### src/rtl/ysyx_22050598_wb_arbiter_if.sv
// ysyx_22050598_wb_arbiter_if
//   Bundles every signal that connects the writeback arbiter to its neighbours:
//   LS/WB writeback request, MDU issue/result handshake, decode hazard query,
//   and the register-file write port.
//   modport slave  : the arbiter's view (consumes requests, drives rf/hazard/stall).
//   modport master : the surrounding pipeline's view (drives requests, observes results).
interface ysyx_22050598_wb_arbiter_if #(
  parameter int XLEN = 64
);
  // LS/WB writeback
  logic            pipe_rd_en;
  logic [4:0]      pipe_rd_idx;
  logic [XLEN-1:0] pipe_rd_data;
  logic            pipe_ebreak;
  // MDU issue and result
  logic            mdu_issue;
  logic [4:0]      mdu_issue_idx;
  logic            mdu_valid;
  logic            mdu_ready;
  logic [4:0]      mdu_rd_idx;
  logic [XLEN-1:0] mdu_rd_data;
  // decode hazard query
  logic [4:0]      dec_rs1_idx;
  logic [4:0]      dec_rs2_idx;
  logic [4:0]      dec_rd_idx;
  logic            raw_hazard;
  // writeback control and regfile port
  logic            wb_stall;
  logic            rf_wen;
  logic [4:0]      rf_widx;
  logic [XLEN-1:0] rf_wdata;
  logic            halt;

  modport slave (
    input  pipe_rd_en, pipe_rd_idx, pipe_rd_data, pipe_ebreak,
    input  mdu_issue, mdu_issue_idx, mdu_valid, mdu_rd_idx, mdu_rd_data,
    input  dec_rs1_idx, dec_rs2_idx, dec_rd_idx,
    output mdu_ready, raw_hazard, wb_stall, rf_wen, rf_widx, rf_wdata, halt
  );

  modport master (
    output pipe_rd_en, pipe_rd_idx, pipe_rd_data, pipe_ebreak,
    output mdu_issue, mdu_issue_idx, mdu_valid, mdu_rd_idx, mdu_rd_data,
    output dec_rs1_idx, dec_rs2_idx, dec_rd_idx,
    input  mdu_ready, raw_hazard, wb_stall, rf_wen, rf_widx, rf_wdata, halt
  );
endinterface

### src/rtl/ysyx_22050598_wb_arbiter.sv
// ysyx_22050598_wb_arbiter
//   Shares the single regfile write port between the in-order LS/WB stage and
//   the out-of-band MDU result path. One MDU result is held in a skid buffer;
//   the pipeline normally wins the port, but once the buffered result has lost
//   MAX_WAIT times, wb_stall freezes LS/WB for a cycle so the buffer drains.
//   A pending scoreboard of MDU destinations feeds decode's RAW/WAW stall, and
//   a sticky halt flag records ebreak retirement.
// Ports
//   clk  : clock, all state updates on the rising edge
//   rst  : asynchronous active-low reset
//   bus  : slave modport (LS/WB request, MDU handshake, decode query,
//          regfile write port, wb_stall, halt)
module ysyx_22050598_wb_arbiter #(
  parameter int XLEN     = 64,
  parameter int MAX_WAIT = 2
) (
  input  logic                         clk,
  input  logic                         rst,
  ysyx_22050598_wb_arbiter_if.slave    bus
);

  localparam int WW = $clog2(MAX_WAIT + 1);
  localparam logic [WW-1:0] WAIT_MAX = WW'(MAX_WAIT);

  typedef struct packed {
    logic [4:0]      idx;
    logic [XLEN-1:0] data;
  } mdu_ent_t;

  // ---------------------------------------------------------------------------
  // state
  // ---------------------------------------------------------------------------
  logic            buf_vld;
  mdu_ent_t        buf_q;
  logic [WW-1:0]   wait_cnt;
  logic [31:1]     pend_q;
  logic            halt_q;

  // x0 slot is hard-wired clear so indexing by a raw 5-bit register id is safe
  logic [31:0]     pend_vec;
  assign pend_vec = {pend_q, 1'b0};

  // ---------------------------------------------------------------------------
  // grant
  // ---------------------------------------------------------------------------
  logic wb_stall;
  logic pipe_req;
  logic buf_wr;   // buffer owns the port this cycle (drains even if idx==0)
  logic pipe_wr;
  logic buf_lose;

  assign wb_stall = buf_vld & (wait_cnt >= WAIT_MAX);
  assign pipe_req = bus.pipe_rd_en & (bus.pipe_rd_idx != 5'd0);
  // A pipe write to x0 is a non-request, so the buffer takes the slot.
  assign buf_wr   = buf_vld & (wb_stall | ~pipe_req);
  assign pipe_wr  = pipe_req & ~wb_stall;
  assign buf_lose = buf_vld & ~buf_wr;

  always_comb begin
    bus.rf_wen   = 1'b0;
    bus.rf_widx  = 5'd0;
    bus.rf_wdata = '0;
    if (buf_wr) begin
      // An MDU result aimed at x0 still drains the buffer, just without a write.
      if (buf_q.idx != 5'd0) begin
        bus.rf_wen   = 1'b1;
        bus.rf_widx  = buf_q.idx;
        bus.rf_wdata = buf_q.data;
      end
    end else if (pipe_wr) begin
      bus.rf_wen   = 1'b1;
      bus.rf_widx  = bus.pipe_rd_idx;
      bus.rf_wdata = bus.pipe_rd_data;
    end
  end

  assign bus.wb_stall   = wb_stall;
  // No same-cycle drain and refill: a buffer freed this cycle reopens next cycle.
  assign bus.mdu_ready  = ~buf_vld;
  assign bus.raw_hazard = pend_vec[bus.dec_rs1_idx]
                        | pend_vec[bus.dec_rs2_idx]
                        | pend_vec[bus.dec_rd_idx];
  assign bus.halt       = halt_q;

  // ---------------------------------------------------------------------------
  // skid buffer and wait counter
  // ---------------------------------------------------------------------------
  always_ff @(posedge clk or negedge rst) begin
    if (!rst) begin
      buf_vld  <= 1'b0;
      buf_q    <= '0;
      wait_cnt <= '0;
    end else begin
      if (buf_wr) begin
        buf_vld  <= 1'b0;
        wait_cnt <= '0;
      end else if (buf_lose && (wait_cnt < WAIT_MAX)) begin
        wait_cnt <= wait_cnt + WW'(1);
      end
      // mdu_ready implies buf_vld==0, so this never collides with a drain.
      if (bus.mdu_valid && !buf_vld) begin
        buf_vld    <= 1'b1;
        buf_q.idx  <= bus.mdu_rd_idx;
        buf_q.data <= bus.mdu_rd_data;
        wait_cnt   <= '0;
      end
    end
  end

  // ---------------------------------------------------------------------------
  // pending-destination scoreboard, one flop per architectural register
  // ---------------------------------------------------------------------------
  for (genvar i = 1; i < 32; i++) begin : g_pend
    logic set_i;
    logic clr_i;
    assign set_i = bus.mdu_issue & (bus.mdu_issue_idx == 5'(i));
    assign clr_i = buf_wr & (buf_q.idx == 5'(i));

    // A new issue to a register retiring on the same edge must stay pending.
    always_ff @(posedge clk or negedge rst) begin
      if (!rst)       pend_q[i] <= 1'b0;
      else if (set_i) pend_q[i] <= 1'b1;
      else if (clr_i) pend_q[i] <= 1'b0;
    end
  end

  // ---------------------------------------------------------------------------
  // sticky halt: an ebreak held by wb_stall has not retired yet
  // ---------------------------------------------------------------------------
  always_ff @(posedge clk or negedge rst) begin
    if (!rst)                                halt_q <= 1'b0;
    else if (bus.pipe_ebreak && !wb_stall)   halt_q <= 1'b1;
  end

endmodule

### src/flat_wrapper.sv
// flat-port wrapper written by rule: the top's interface ports become plain ports
module ysyx_22050598_wb_arbiter_flat 
#(
  parameter int XLEN     = 64,
  parameter int MAX_WAIT = 2
)
  (clk, rst, bus_pipe_rd_en, bus_pipe_rd_idx, bus_pipe_rd_data, bus_pipe_ebreak, bus_mdu_issue, bus_mdu_issue_idx, bus_mdu_valid, bus_mdu_rd_idx, bus_mdu_rd_data, bus_dec_rs1_idx, bus_dec_rs2_idx, bus_dec_rd_idx, bus_mdu_ready, bus_raw_hazard, bus_wb_stall, bus_rf_wen, bus_rf_widx, bus_rf_wdata, bus_halt);
  ysyx_22050598_wb_arbiter_if #(.XLEN(XLEN)) bus_i ();
  input  logic clk;
  input  logic rst;
  input wire logic [$bits(bus_i.pipe_rd_en)-1:0] bus_pipe_rd_en;
  input wire logic [$bits(bus_i.pipe_rd_idx)-1:0] bus_pipe_rd_idx;
  input wire logic [$bits(bus_i.pipe_rd_data)-1:0] bus_pipe_rd_data;
  input wire logic [$bits(bus_i.pipe_ebreak)-1:0] bus_pipe_ebreak;
  input wire logic [$bits(bus_i.mdu_issue)-1:0] bus_mdu_issue;
  input wire logic [$bits(bus_i.mdu_issue_idx)-1:0] bus_mdu_issue_idx;
  input wire logic [$bits(bus_i.mdu_valid)-1:0] bus_mdu_valid;
  input wire logic [$bits(bus_i.mdu_rd_idx)-1:0] bus_mdu_rd_idx;
  input wire logic [$bits(bus_i.mdu_rd_data)-1:0] bus_mdu_rd_data;
  input wire logic [$bits(bus_i.dec_rs1_idx)-1:0] bus_dec_rs1_idx;
  input wire logic [$bits(bus_i.dec_rs2_idx)-1:0] bus_dec_rs2_idx;
  input wire logic [$bits(bus_i.dec_rd_idx)-1:0] bus_dec_rd_idx;
  output wire logic [$bits(bus_i.mdu_ready)-1:0] bus_mdu_ready;
  output wire logic [$bits(bus_i.raw_hazard)-1:0] bus_raw_hazard;
  output wire logic [$bits(bus_i.wb_stall)-1:0] bus_wb_stall;
  output wire logic [$bits(bus_i.rf_wen)-1:0] bus_rf_wen;
  output wire logic [$bits(bus_i.rf_widx)-1:0] bus_rf_widx;
  output wire logic [$bits(bus_i.rf_wdata)-1:0] bus_rf_wdata;
  output wire logic [$bits(bus_i.halt)-1:0] bus_halt;
  assign bus_i.pipe_rd_en = bus_pipe_rd_en;
  assign bus_i.pipe_rd_idx = bus_pipe_rd_idx;
  assign bus_i.pipe_rd_data = bus_pipe_rd_data;
  assign bus_i.pipe_ebreak = bus_pipe_ebreak;
  assign bus_i.mdu_issue = bus_mdu_issue;
  assign bus_i.mdu_issue_idx = bus_mdu_issue_idx;
  assign bus_i.mdu_valid = bus_mdu_valid;
  assign bus_i.mdu_rd_idx = bus_mdu_rd_idx;
  assign bus_i.mdu_rd_data = bus_mdu_rd_data;
  assign bus_i.dec_rs1_idx = bus_dec_rs1_idx;
  assign bus_i.dec_rs2_idx = bus_dec_rs2_idx;
  assign bus_i.dec_rd_idx = bus_dec_rd_idx;
  assign bus_mdu_ready = bus_i.mdu_ready;
  assign bus_raw_hazard = bus_i.raw_hazard;
  assign bus_wb_stall = bus_i.wb_stall;
  assign bus_rf_wen = bus_i.rf_wen;
  assign bus_rf_widx = bus_i.rf_widx;
  assign bus_rf_wdata = bus_i.rf_wdata;
  assign bus_halt = bus_i.halt;
  ysyx_22050598_wb_arbiter #(.XLEN(XLEN), .MAX_WAIT(MAX_WAIT)) u_core (.clk(clk), .rst(rst), .bus(bus_i));
endmodule
### config.mk
export PLATFORM = sky130hd
export DESIGN_NAME = ysyx_22050598_wb_arbiter_flat
export DESIGN_NICKNAME = d
export VERILOG_FILES = /design/src/rtl/ysyx_22050598_wb_arbiter_if.sv /design/src/rtl/ysyx_22050598_wb_arbiter.sv /design/src/flat_wrapper.sv
export SDC_FILE = /design/constraint.sdc
export NUM_CORES = 1
export LEC_CHECK = 0
export CAP_MARGIN = 20
export CORE_UTILIZATION = 43
export DETAILED_ROUTE_END_ITERATION = 6
export PLACE_DENSITY = 0.82
export SETUP_SLACK_MARGIN = 0.02
export SYNTH_ARGS = -nofsm -noshare
export SYNTH_HDL_FRONTEND = slang
export SYNTH_SLANG_ARGS = --single-unit
### constraint.sdc
create_clock -name clk -period 2.3 [get_ports clk]
set_input_delay 0.23 -clock clk [delete_from_list [all_inputs] [get_ports clk]]
set_output_delay 0.23 -clock clk [all_outputs]
set_load 0.1 [all_outputs]
# Word level (Yosys, flattened, before mapping)
# Cells that the tools add are included.
word_totals:
  input_bits: 164
  word_cells: 300
  ff_bits: 104
  output_inout_bits: 74
classes:
  n_addsub: 1
  bitwise: 74
  n_eq_ne: 62
  n_mux: 82
  reduce_logical: 40
  order_cmp: 5
op_table:
  columns: ["op", "n"]
  rows:
  - ["2-to-1 mux 64 bit", 3]
  - ["== test 5 bit, second input constant", 32]
  - ["== test 5 x 4 -> 1 bit, second input constant", 16]
  - ["2-to-1 mux 1 bit", 70]
  - ["bitwise AND 1 bit", 67]
  - ["nonzero test 2 bit", 32]
  - ["== test 5 x 3 -> 1 bit, second input constant", 8]
  - ["== test 5 x 2 -> 1 bit, second input constant", 4]
  - ["less-than comparator 5 x 6 -> 1 bit, second input constant", 3]
  - ["binary-select mux 1 bit (select 5 bit)", 3]
  - ["2-to-1 mux 5 bit", 3]
  - ["== test 5 x 1 -> 1 bit, second input constant", 2]
  - ["nonzero test 5 bit", 2]
  - ["2-to-1 mux 2 bit", 3]
  - ["inverter 1 bit", 4]
  - ["logical AND 1 bit", 3]
  - ["OR 1 bit", 3]
  - ["nonzero test 3 bit", 1]
  - ["adder 2 x 1 -> 2 bit, second input constant", 1]
  - ["greater-or-equal comparator 2 bit, second input constant", 1]
  - ["logical NOT 1 bit", 2]
  - ["less-than comparator 2 bit, second input constant", 1]

# Logic depth before layout (Yosys ltp)
logic_depth:
  word_depth: 11
  depth_mapped: 8
  ltp_nobuf: 7

# Worst setup path after synthesis
# No wires, ideal clock.
synth_timing:
  path_kind: "input to output"
  startpoint: "input bus_pipe_rd_idx[2]"
  endpoint: "output bus_rf_widx[4]"
  path_stages: 5
  arrival_time_ps: 3470
  slack_ps: -1400
  required_ps: 2070
  n_path_buf: 2
  path_cell_list: "or4_4 o211a_1 buf_6 clkbuf_1 o21ai_0"
synth_between:
  elab_chain_cells: 6
  elab_cells_between_ends: 8
  classes_between: "mux: 2; bitwise: 5; reduce/logical: 1"
synth_rtl:
  columns: ["element", "line_no", "source"]
  rows:
  - ["start: declaration", "flat_wrapper.sv:12", "input wire logic [$bits(bus_i.pipe_rd_idx)-1:0] bus_pipe_rd_idx;"]
  - ["nonzero test 5 bit *", "ysyx_22050598_wb_arbiter.sv:53", "assign pipe_req = bus.pipe_rd_en & (bus.pipe_rd_idx != 5'd0);"]
  - ["bitwise AND 1 bit *", "ysyx_22050598_wb_arbiter.sv:53", null]
  - ["inverter 1 bit", "ysyx_22050598_wb_arbiter.sv:55", "assign buf_wr = buf_vld & (wb_stall | ~pipe_req);"]
  - ["OR 1 bit", "ysyx_22050598_wb_arbiter.sv:55", null]
  - ["bitwise AND 1 bit", "ysyx_22050598_wb_arbiter.sv:55", null]
  - ["2-to-1 mux 5 bit *", "ysyx_22050598_wb_arbiter.sv:63", "if (buf_wr) begin"]
  - ["end: declaration", "flat_wrapper.sv:27", "output wire logic [$bits(bus_i.rf_widx)-1:0] bus_rf_widx;"]
# Mark *: on every way between the ends. The rest lies on a longest branch, timed or not.

# Worst setup path in the final report
layout_timing:
  startpoint: "register u_core.buf_vld"
  endpoint: "output bus_rf_wdata[31]"
layout_between:
  elab_chain_cells: 5
  elab_cells_between_ends: 7
  classes_between: "mux: 2; bitwise: 5"
layout_rtl:
  columns: ["element", "line_no", "source"]
  rows:
  - ["start: declaration", "ysyx_22050598_wb_arbiter.sv:33", "logic buf_vld;"]
  - ["start signal: assignment", "ysyx_22050598_wb_arbiter.sv:90", "buf_vld <= 1'b0;"]
  - ["start signal: assignment", "ysyx_22050598_wb_arbiter.sv:95", "buf_vld <= 1'b0;"]
  - ["start signal: assignment", "ysyx_22050598_wb_arbiter.sv:102", "buf_vld <= 1'b1;"]
  - ["bitwise AND 1 bit", "ysyx_22050598_wb_arbiter.sv:52", "assign wb_stall = buf_vld & (wait_cnt >= WAIT_MAX);"]
  - ["inverter 1 bit", "ysyx_22050598_wb_arbiter.sv:56", "assign pipe_wr = pipe_req & ~wb_stall;"]
  - ["bitwise AND 1 bit", "ysyx_22050598_wb_arbiter.sv:56", null]
  - ["2-to-1 mux 64 bit", "ysyx_22050598_wb_arbiter.sv:70", "end else if (pipe_wr) begin"]
  - ["2-to-1 mux 64 bit *", "ysyx_22050598_wb_arbiter.sv:63", null]
  - ["end: declaration", "flat_wrapper.sv:28", "output wire logic [$bits(bus_i.rf_wdata)-1:0] bus_rf_wdata;"]
# Marked as above.

==> impl_results.md <==
- Post-layout min period: 2533 ps
- Per-cell routed wire length: 35.97 um
- Worst-case hold slack: 248.8 ps
- WP buf/inv: 6
- RSZ-0062 raised after global routing: true
- Outcome: finished with violations
- Final wirelength: 33850 um
- Crit path arrival time: 2300 ps
- Initial Utilization: 44.20%
- Initial antenna violation count: 4
- Die area: 13490 sq um
- Setup ws final: -232.7 ps
- Total number of vias: 6540
- Pint: 0.007599 W
- Area growth syn-to-layout: 93.07%
- Fin. max-slew vios: 0
- Nets: 925
- Crit-path cells: buf_6, clkinvlp_4, nor3_4, buf_6, buf_12, buf_16, a22o_4, buf_12
- Pin count of the biggest net entering global routing: 99
- Clk sinks: 104
- Psw: 0.007622 W
- Critical path class: reg2out
- Sequential area share after synthesis: 46.47%
- CP Launch Type: register
- Max Fclk: 394.8 MHz
- First-pass GRT wire length: 38510 um
- CP max-delay cell: dfrtp_1
- 1st-iter DRT viols: 747
- Clock Skew: 27.24 ps
- Post-Syn Area per Cell: 11.84 sq um
- Final-report setup violation count: 72
- Vias/cell: 6.950
- CP delay by family, top: buffers and inverters
- Share of cells above drive strength 1: 46.27%
- Ports: 238
- CP required: 2070 ps
- Die width: 116.1 um
- Maximum VDD drop: 1.170 mV
- PortBufs: 237
- Overall power: 0.01522 W
- Residual DRC: 0
- RD Place Congestion: 0.9032
- Vias in the first global route: 6407
- Relative slew slack: 61.67%
- Routed Antenna Nets: 0
- LEAKAGE: 4.490 nW
- Combinational Power Share: 66.6%
- Syn Nets: 638
- Post-synthesis instance total: 473
- Number of synthesized register bits: 104
- Hold Violations, Final: 0
- Sw frac: 50.08%
- Synth Flop Type: dfrtp_1
- Synth cell types: 47
- Cts bufs inserted: 9
- Clk pin slew, worst setup/hold paths: 100 ps
- Yosys warns: 0
- First drt pass iteration count: 6
- Clock power share: 10.5%
- HP Class: in2async
- Clk_lat worst skew: 380 ps
- Tot GR Track Use: 39.82%
- Synthesized area: 5600 sq um
- Total of max-cap violations: 0
- Crit path capture type: output port
- Root Driver: clkbuf_16
- Fin crit share: 110.1%
- Die span in y: 116.1 um
- FP Rows: 41
- Crit-path max FO: 11
- CTS tree: built
- Grt ovf: 0
- Failing checks: negative setup slack
- Sequential power share: 22.9%
- Core area: 12670 sq um
- Worst slew pin tran: 575.0 ps
- Asr flop ratio synth: 100.0%
- DP HPWL: 16560 um
- Clock Tree Buf Depth: 2
- H-tree depth: 3
- Max incr delay on CP: 450 ps
- PD cells: 1408 nW/um^2
- Post-synth EDFFs: 0
[what timing repair did]
action | CTS | global route
resized for setup | 61 | 32
cloned | 5 | 13
setup endpoints to repair | 71 | 71
pin swaps | 9 | 18
endpoints found under the hold margin | 6 | 0
buffers inserted | 10 | 6
hold buffers | 1 | 0
[flip-flops by register name (all words and copies together), names as in the netlist]
name / cells
u_core.bus.halt: 1
u_core.pend_q: 31
u_core.buf_vld: 1
u_core.wait_cnt: 2
u_core.buf_q: 69
[synth_stat cells, drive strengths merged (2+ instances only)]
| master | number | area, sq um |
|---|---|---|
| nand2 | 19 | 71.32 |
| nand2b | 7 | 43.79 |
| a221oi | 2 | 17.52 |
| a21o | 2 | 15.01 |
| nor3 | 2 | 10.01 |
| or3 | 4 | 35.03 |
| nand3 | 14 | 70.07 |
| nor2 | 6 | 22.52 |
| o22a | 2 | 17.52 |
| a2111oi | 2 | 17.52 |
| or2 | 4 | 25.03 |
| nor3b | 2 | 15.01 |
| inv | 8 | 30.03 |
| nor2b | 8 | 50.05 |
| nand4 | 3 | 18.77 |
| mux4 | 17 | 382.9 |
| mux2i | 6 | 60.06 |
| o211ai | 2 | 20.02 |
| nand3b | 4 | 30.03 |
| a22o | 65 | 569.3 |
| dfrtp | 104 | 2603 |
| o21ai | 66 | 330.3 |
| mux2 | 76 | 855.8 |
| clkbuf | 22 | 82.58 |
| buf | 10 | 68.82 |
[power groups by stage]
stage | clock network (W) | logic, W | registers [W]
6_report | 0.00160 | 0.0101 | 0.00349
4_1_cts | 0.00151 | 0.00918 | 0.00327
2_1_floorplan | 0 | 0.00558 | 0.00301
3_3_place_gp | 0 | 0.00842 | 0.00318
3_5_place_dp | 0 | 0.00861 | 0.00326
5_1_grt | 0.00164 | 0.0103 | 0.00348
[metal layers]
metal / share of wire, % / track usage [%] / wire length, um / vias up
met1: 31 / 41.30 / 10500 / 3117
li1: - / - / - / 2420
met4: 11 / 28.38 / 3845 / 0
met5: 0 / 0 / 0 / -
met2: 46 / 70.12 / 15460 / 701
met3: 12 / 10.48 / 4038 / 302
[cell usage in the layout, fill, tap and decap left out, drive strengths merged, types with 2 or more instances in the layout]
cell             n
nor3             2
clkinv           2
o22a             2
or2              4
a22o            65
clkbuf          19
o21ai           66
nor3b            2
nand2           19
or3              4
a221oi           2
diode            4
nand2b           7
dlygate4sd2      4
inv              9
o211ai           2
mux4            17
clkdlybuf4s50  152
nor2b            8
clkinvlp         4
mux2i            6
buf            139
mux2            76
a21o             2
a2111oi          2
nand3           14
dfrtp          104
nand3b           4
nor2             6
dlymetal6s2s     2
nand4            3
[layout make-up]
class	instances	area, sq um
inverters	8	33.78
well taps	172	215.2
clock inverters	7	53.80
flip-flops and latches	104	2603
multi-input cells	329	3578
diodes	4	10.01
clock buffers	9	225.2
repair buffers	308	4094
fillers	509	1858
[cells by family (layout without fill, tap and decap cells)]
group | after synthesis | in the layout | synth area share (%)
muxes | 99 | 99 | 23.19
buffers and inverters | 40 | 332 | 3.240
DFF | 104 | 104 | 46.47
AOI/OAI and AO/OA | 152 | 152 | 19.26
adders and majority gates | 1 | 1 | 0.2234
other | 0 | 4 | 0
and+or+nand+nor | 77 | 77 | 7.619
[worst paths after layout]
path                            cells after the start           startpoint  slack [ps]                end
worst max-delay path                                8       u_core.buf_vld        -230   bus_rf_wdata[31]
worst min-delay path                                2                  rst         250   u_core.buf_q[21]
worst max register to register                      7       u_core.buf_vld        -210   u_core.pend_q[3]
worst min register to register                      1     u_core.buf_q[21]         560   u_core.buf_q[21]
max in group asynchronous                           3                  rst        1310  u_core.pend_q[14]
min in group clk                                    2  bus_mdu_rd_data[61]         480   u_core.buf_q[61]
[through the flow]
stage / setup TNS [ps] / util [%] / instance area (sq um) / setup WS (ps) / instances
after floorplan: -3330 / - / 6085 / -149.1 / 473
final: -11730 / 85.34 / 10810 / -232.7 / 941
after detailed placement: -26120 / 76.32 / 9671 / -379.4 / 889
after CTS: -1920 / 81.86 / 10370 / -88.10 / 921
after global routing: -9610 / 85.32 / 10810 / -213.8 / 940
after global placement: -20760 / 76.32 / 9671 / -313.0 / 889
(Power assumes the default switching activity.)
==> RTL edit 1 (config.mk and constraints unchanged) <==
`MAX_WAIT` is set to 2 in 2 places; all go to 1.
--- a/src/rtl/ysyx_22050598_wb_arbiter.sv
+++ b/src/rtl/ysyx_22050598_wb_arbiter.sv
@@ -13,5 +13,5 @@
 module ysyx_22050598_wb_arbiter #(
   parameter int XLEN     = 64,
-  parameter int MAX_WAIT = 2
+  parameter int MAX_WAIT = 1
 ) (
   input  logic                         clk,
--- a/src/flat_wrapper.sv
+++ b/src/flat_wrapper.sv
@@ -3,5 +3,5 @@
 #(
   parameter int XLEN     = 64,
-  parameter int MAX_WAIT = 2
+  parameter int MAX_WAIT = 1
 )
   (clk, rst, bus_pipe_rd_en, bus_pipe_rd_idx, bus_pipe_rd_data, bus_pipe_ebreak, bus_mdu_issue, bus_mdu_issue_idx, bus_mdu_valid, bus_mdu_rd_idx, bus_mdu_rd_data, bus_dec_rs1_idx, bus_dec_rs2_idx, bus_dec_rd_idx, bus_mdu_ready, bus_raw_hazard, bus_wb_stall, bus_rf_wen, bus_rf_widx, bus_rf_wdata, bus_halt);
Formal check against the unedited RTL: not equivalent (Yosys sat finds a counterexample within 4 cycles, from zero or initial values and one cycle with rst low).
==> RTL edit 1 against the unedited design <==
  * The flow still finishes with violations (negative setup slack)
  * First-iteration DRC count shrank 41%
  * Power decreased by 30%
  * Clock skew decreased by 0.015 ns
  * Routed wire length shrank 20%
  * Area after synthesis shrank 0.92%
  * Critical path depth is 1 lower
  * Final area is 3.2% lower
  * Setup slack improved by 0.066 ns
  * Final cell count shrank 1.5%
  * Maximum frequency increased by 2.7%
  * Sequential cell count fell by 1
  * Register-to-register slack better by 0.58 ns
==> RTL edit 1: results (changes against the unedited design) <==
Slew headroom=53.6% (-8.0 points); layout cells sized above 1=44.6% (-1.7 points); routability cong.=0.969 (+7.3%); Yosys cell types=41 (-13%); failing checks=negative setup slack; GR Util met3=13.0% (+2.5 points); Fin Clk Skew=0.0126 ns (-0.0146 ns); first-pass GRT wire length=37.4 mm (-3.0%); clk cell area share=2.76% (+0.18 points); met2 usage=69.1% (-1.1 points); sequential share of the synthesized area=46.4% (about the same); run status=finished with violations; WL met2=13.9 mm (-10%); Synth top cells by count=103 x dfrtp_1, 76 x mux2_2, 70 x o21ai_0; multi-input gates=324 (-1.5%); Non-clk invs=6 (-2); Power Total=10,600 µW (-30%); hpwl dp=16.4 mm (-0.71%); Max VDD drop=0.000785 V (-33%); initial drt markers=440 (-41%); NonClk Buf Share=37.4% (-0.47 points); metal3 WL=2.45 mm (-39%); clk_buf instances=10 (+1); Critical Path AT=2.24 ns (-0.06 ns); met1 Usage GRT=41.1% (-0.22 points); final count of negative-setup-slack endpoints=57 (-21%); part of the power in registers=28.4% (+5.5 points); top flop regs=u_core.buf_q (69), u_core.pend_q (31); FF/Latch Area=0.00258 mm² (-0.87%); worst setup margin=-0.167 ns (+0.0655 ns); FFs & Latches=103 (-0.96%); number of global-route vias before repair=6,125 (-4.4%)
## RTL edit 1: cell count changes after synthesis, moves of 3 or more
cell,delta
buf_4,-5
buf_6,+6
nand3b_1,-3
nand4_1,+3
o21ai_0,+21
o21ai_1,-17
## RTL edit 1: kinds of logic after synthesis
logic type / synth area share (%)
flip-flops: 46.4
buffers and inverters: 3.72
AND/OR/NAND/NOR: 6.92
multiplexers: 23.4
AO/OA/AOI/OAI: 19.5
## RTL edit 1: stage by stage
stage	cell area [µm²]	instances	setup TNS (ns)	hold slack [ns]
floorplan	6060	467	-0.792	-0.0656
global placement	9580	881	-16.85	0.299
detailed placement	9580	881	-22.89	0.308
CTS	10400	917	-10.66	0.470
global route	10500	925	-8.62	0.491
finish	10500	927	-6.51	0.455
## RTL edit 1: worst max path at each step
stage | start | end | slack [ns]
floorplan | bus_pipe_rd_idx[2] | bus_rf_widx[1] | -0.28
global placement | bus_pipe_rd_idx[2] | bus_rf_wdata[34] | -0.29
detailed placement | bus_pipe_rd_idx[1] | bus_rf_wdata[50] | -0.37
CTS | u_core.buf_q[64] | bus_rf_wdata[39] | -0.20
global route | u_core.pend_q[7] | bus_raw_hazard | -0.23
finish | u_core.pend_q[7] | bus_raw_hazard | -0.17
## RTL edit 1: timing repair
item / in CTS / in global routing
hold buffers: 1 / 0
buffers inserted: 15 / 10
endpoints found under the setup margin: 70 / 67
gates cloned: 6 / 1
pin swaps: 12 / 14
resized for setup: 48 / 22
endpoints found under the hold margin: 51 / 0
## RTL edit 1: critical path, stage by stage (launching register included)
cell and delay, ns:
dfrtp_1 0.44, mux4_2 0.52, mux2i_4 0.19, nor3b_2 0.07
nor4_1 0.27, buf_4 0.16, nand3_4 0.07, buf_12 0.18
==> RTL edit 2 (config.mk and constraints unchanged) <==
Without the edit above. Make the reset (`rst`) synchronous in 3 clocked blocks. Comments in the files are not updated.
--- a/src/rtl/ysyx_22050598_wb_arbiter.sv
+++ b/src/rtl/ysyx_22050598_wb_arbiter.sv
@@ -86,5 +86,5 @@
   // skid buffer and wait counter
   // ---------------------------------------------------------------------------
-  always_ff @(posedge clk or negedge rst) begin
+  always_ff @(posedge clk) begin
     if (!rst) begin
       buf_vld  <= 1'b0;
@@ -118,5 +118,5 @@
 
     // A new issue to a register retiring on the same edge must stay pending.
-    always_ff @(posedge clk or negedge rst) begin
+    always_ff @(posedge clk) begin
       if (!rst)       pend_q[i] <= 1'b0;
       else if (set_i) pend_q[i] <= 1'b1;
@@ -128,5 +128,5 @@
   // sticky halt: an ebreak held by wb_stall has not retired yet
   // ---------------------------------------------------------------------------
-  always_ff @(posedge clk or negedge rst) begin
+  always_ff @(posedge clk) begin
     if (!rst)                                halt_q <= 1'b0;
     else if (bus.pipe_ebreak && !wb_stall)   halt_q <= 1'b1;
Function: differs if rst is asserted again (counterexample within 4 cycles, from zero or initial values and one cycle with rst low); with rst held inactive, the same outputs for 4 cycles.
==> RTL edit 2 against the unedited design <==
  * The run ends with design-rule violations, negative setup slack left
  * Sequential cell count unchanged
  * Area after synthesis rose by 1.5%
  * Routed wire length decreased by 9.9%
  * Setup slack lost 0.036 ns
  * Via count grew 12%
  * First-iteration DRC count grew 4.8%
  * Final area hardly changed
  * Critical path type unchanged
Power is not compared: it rests on default switching activity, and its combinational part moved more than twofold at a synthesized area within 25%.
==> RTL edit 2: results (changes against the unedited design) <==
CTS root buf=clkbuf_16; flip-flop and latch power=1970 µW; CP top delay family=multiplexers; routability cong.=0.899 (-0.48%); diodes inserted=0 (-4); initial drt markers=783 (+4.8%); Max VDD drop=0.000581 V; final cell count without fillers=1,132 (+20%); Internal=3830 µW; Worst Path Max Fanout=4 (-7); Most used DFF post-synth=dfxtp_1; worst min path class=primary input to flop; hpwl dp=17.7 mm (+7.1%); Slew headroom=52.3% (-9.3 points); Synth Warn #=0 (unchanged); layout cells sized above 1=30.7% (-16 points); initial antenna violation count=0 (-4); failing checks=design-rule violations, negative setup slack; Synth top cells by count=179 x nand2_1, 104 x dfxtp_1, 88 x a21boi_0; CP Launch Point=u_core.pend_q[16]; number of global-route vias before repair=7,690 (+20%); P_comb=2220 µW; slowest CP cell=or4_4; Yosys cell types=46 (-2.1%); final count of negative-setup-slack endpoints=70 (-2.8%); Reg2Reg Launch Point=u_core.buf_vld; run status=finished with violations; vias post-DR=7,303 (+12%); Clk pin slew, worst setup/hold paths=0.07 ns (-0.03 ns); slowest cell delay on critical path=0.54 ns (+0.09 ns); largest net degree at the start of global routing=40 (-60%); top cells by area, synth=dfxtp_1 37%, nand2_1 12%, a21boi_0 12%, a22o_1 9.9%, mux4_2 5.1%; Logic pwr share=37.8%; Mapped Nets=841 (+32%); GRT Overall Usage=45.3% (+5.5 points); post-route DRC violation count=1 (+1); Critical Path AT=2.34 ns (+0.04 ns); fill count=542 (+6.5%); final wirelength=30.5 mm (-9.9%); sequential share of the synthesized area=36.6% (-9.9 points); Hold Slack=0.421 ns (+0.173 ns); drt pass-1 iters=7 (+1); Fin Clk Skew=0.0116 ns (-0.0157 ns); async set-reset flop share out of synthesis=0% (-100 points); Mapped Cells=676 (+43%); P_leak=0.00429 µW; worst setup margin=-0.269 ns (-0.0362 ns); first-pass GRT wire length=44.8 mm (+16%); flop2flop setup slack=0 ns (+0.21 ns); hold_sp=bus_mdu_rd_data[58]
RTL edit 2: final cells by class:
| type | count | area [µm²] | share of cell area, % |
|---|---|---|---|
| clock buffers | 10 | 239 | 2.21 |
| clock inverters | 4 | 70.1 | 0.648 |
| flip-flops and latches | 104 | 2100 | 19.4 |
| multi-input cells | 513 | 4010 | 37.1 |
| repair buffers | 324 | 4150 | 38.4 |
| inverters | 5 | 18.8 | 0.174 |
| well taps | 172 | 215 | 1.99 |
RTL edit 2: routing by layer:
metal	share of wire, %	GRT usage (%)	wire length, µm	vias up
met1	34	46.6	10300	3494
met2	49	78.3	14900	575
met5	0	0	0	-
met3	8.8	12.0	2670	229
li1	-	-	-	3005
met4	8.7	36.3	2670	0
RTL edit 2: worst paths after layout:
path / to / depth (start not counted)
worst max-delay path: bus_raw_hazard / 6
worst min-delay path: u_core.buf_q[58] / 3
worst max register to register: u_core.pend_q[9] / 6
worst min register to register: u_core.buf_q[62] / 2
RTL edit 2: logic make-up (layout without fill, tap and decap cells):
group,after synthesis,in the layout,synth area share [%]
flops,104,104,36.6
fa+ha+maj,1,1,0.220
simple gates,255,255,19.8
buf+inv,59,343,4.91
mux,34,34,9.02
compound gates,223,223,29.4
RTL edit 2: stage by stage:
step	setup TNS (ns)	utilization, %	instance area, µm²	setup slack (ns)
2_1_floorplan	-4.34	-	5840	-0.278
3_3_place_gp	-18.27	73.6	9410	-0.523
3_5_place_dp	-20.09	73.6	9410	-0.518
4_1_cts	-9.39	84.2	10800	-0.261
5_1_grt	-13.79	84.6	10800	-0.308
6_report	-12.40	84.6	10800	-0.269
RTL edit 2: timing repair:
action / CTS / global route
pin swaps: 26 / 11
endpoints found under the setup margin: 71 / 71
cloned: 9 / 0
resized for setup: 122 / 25
buffers inserted: 20 / 3
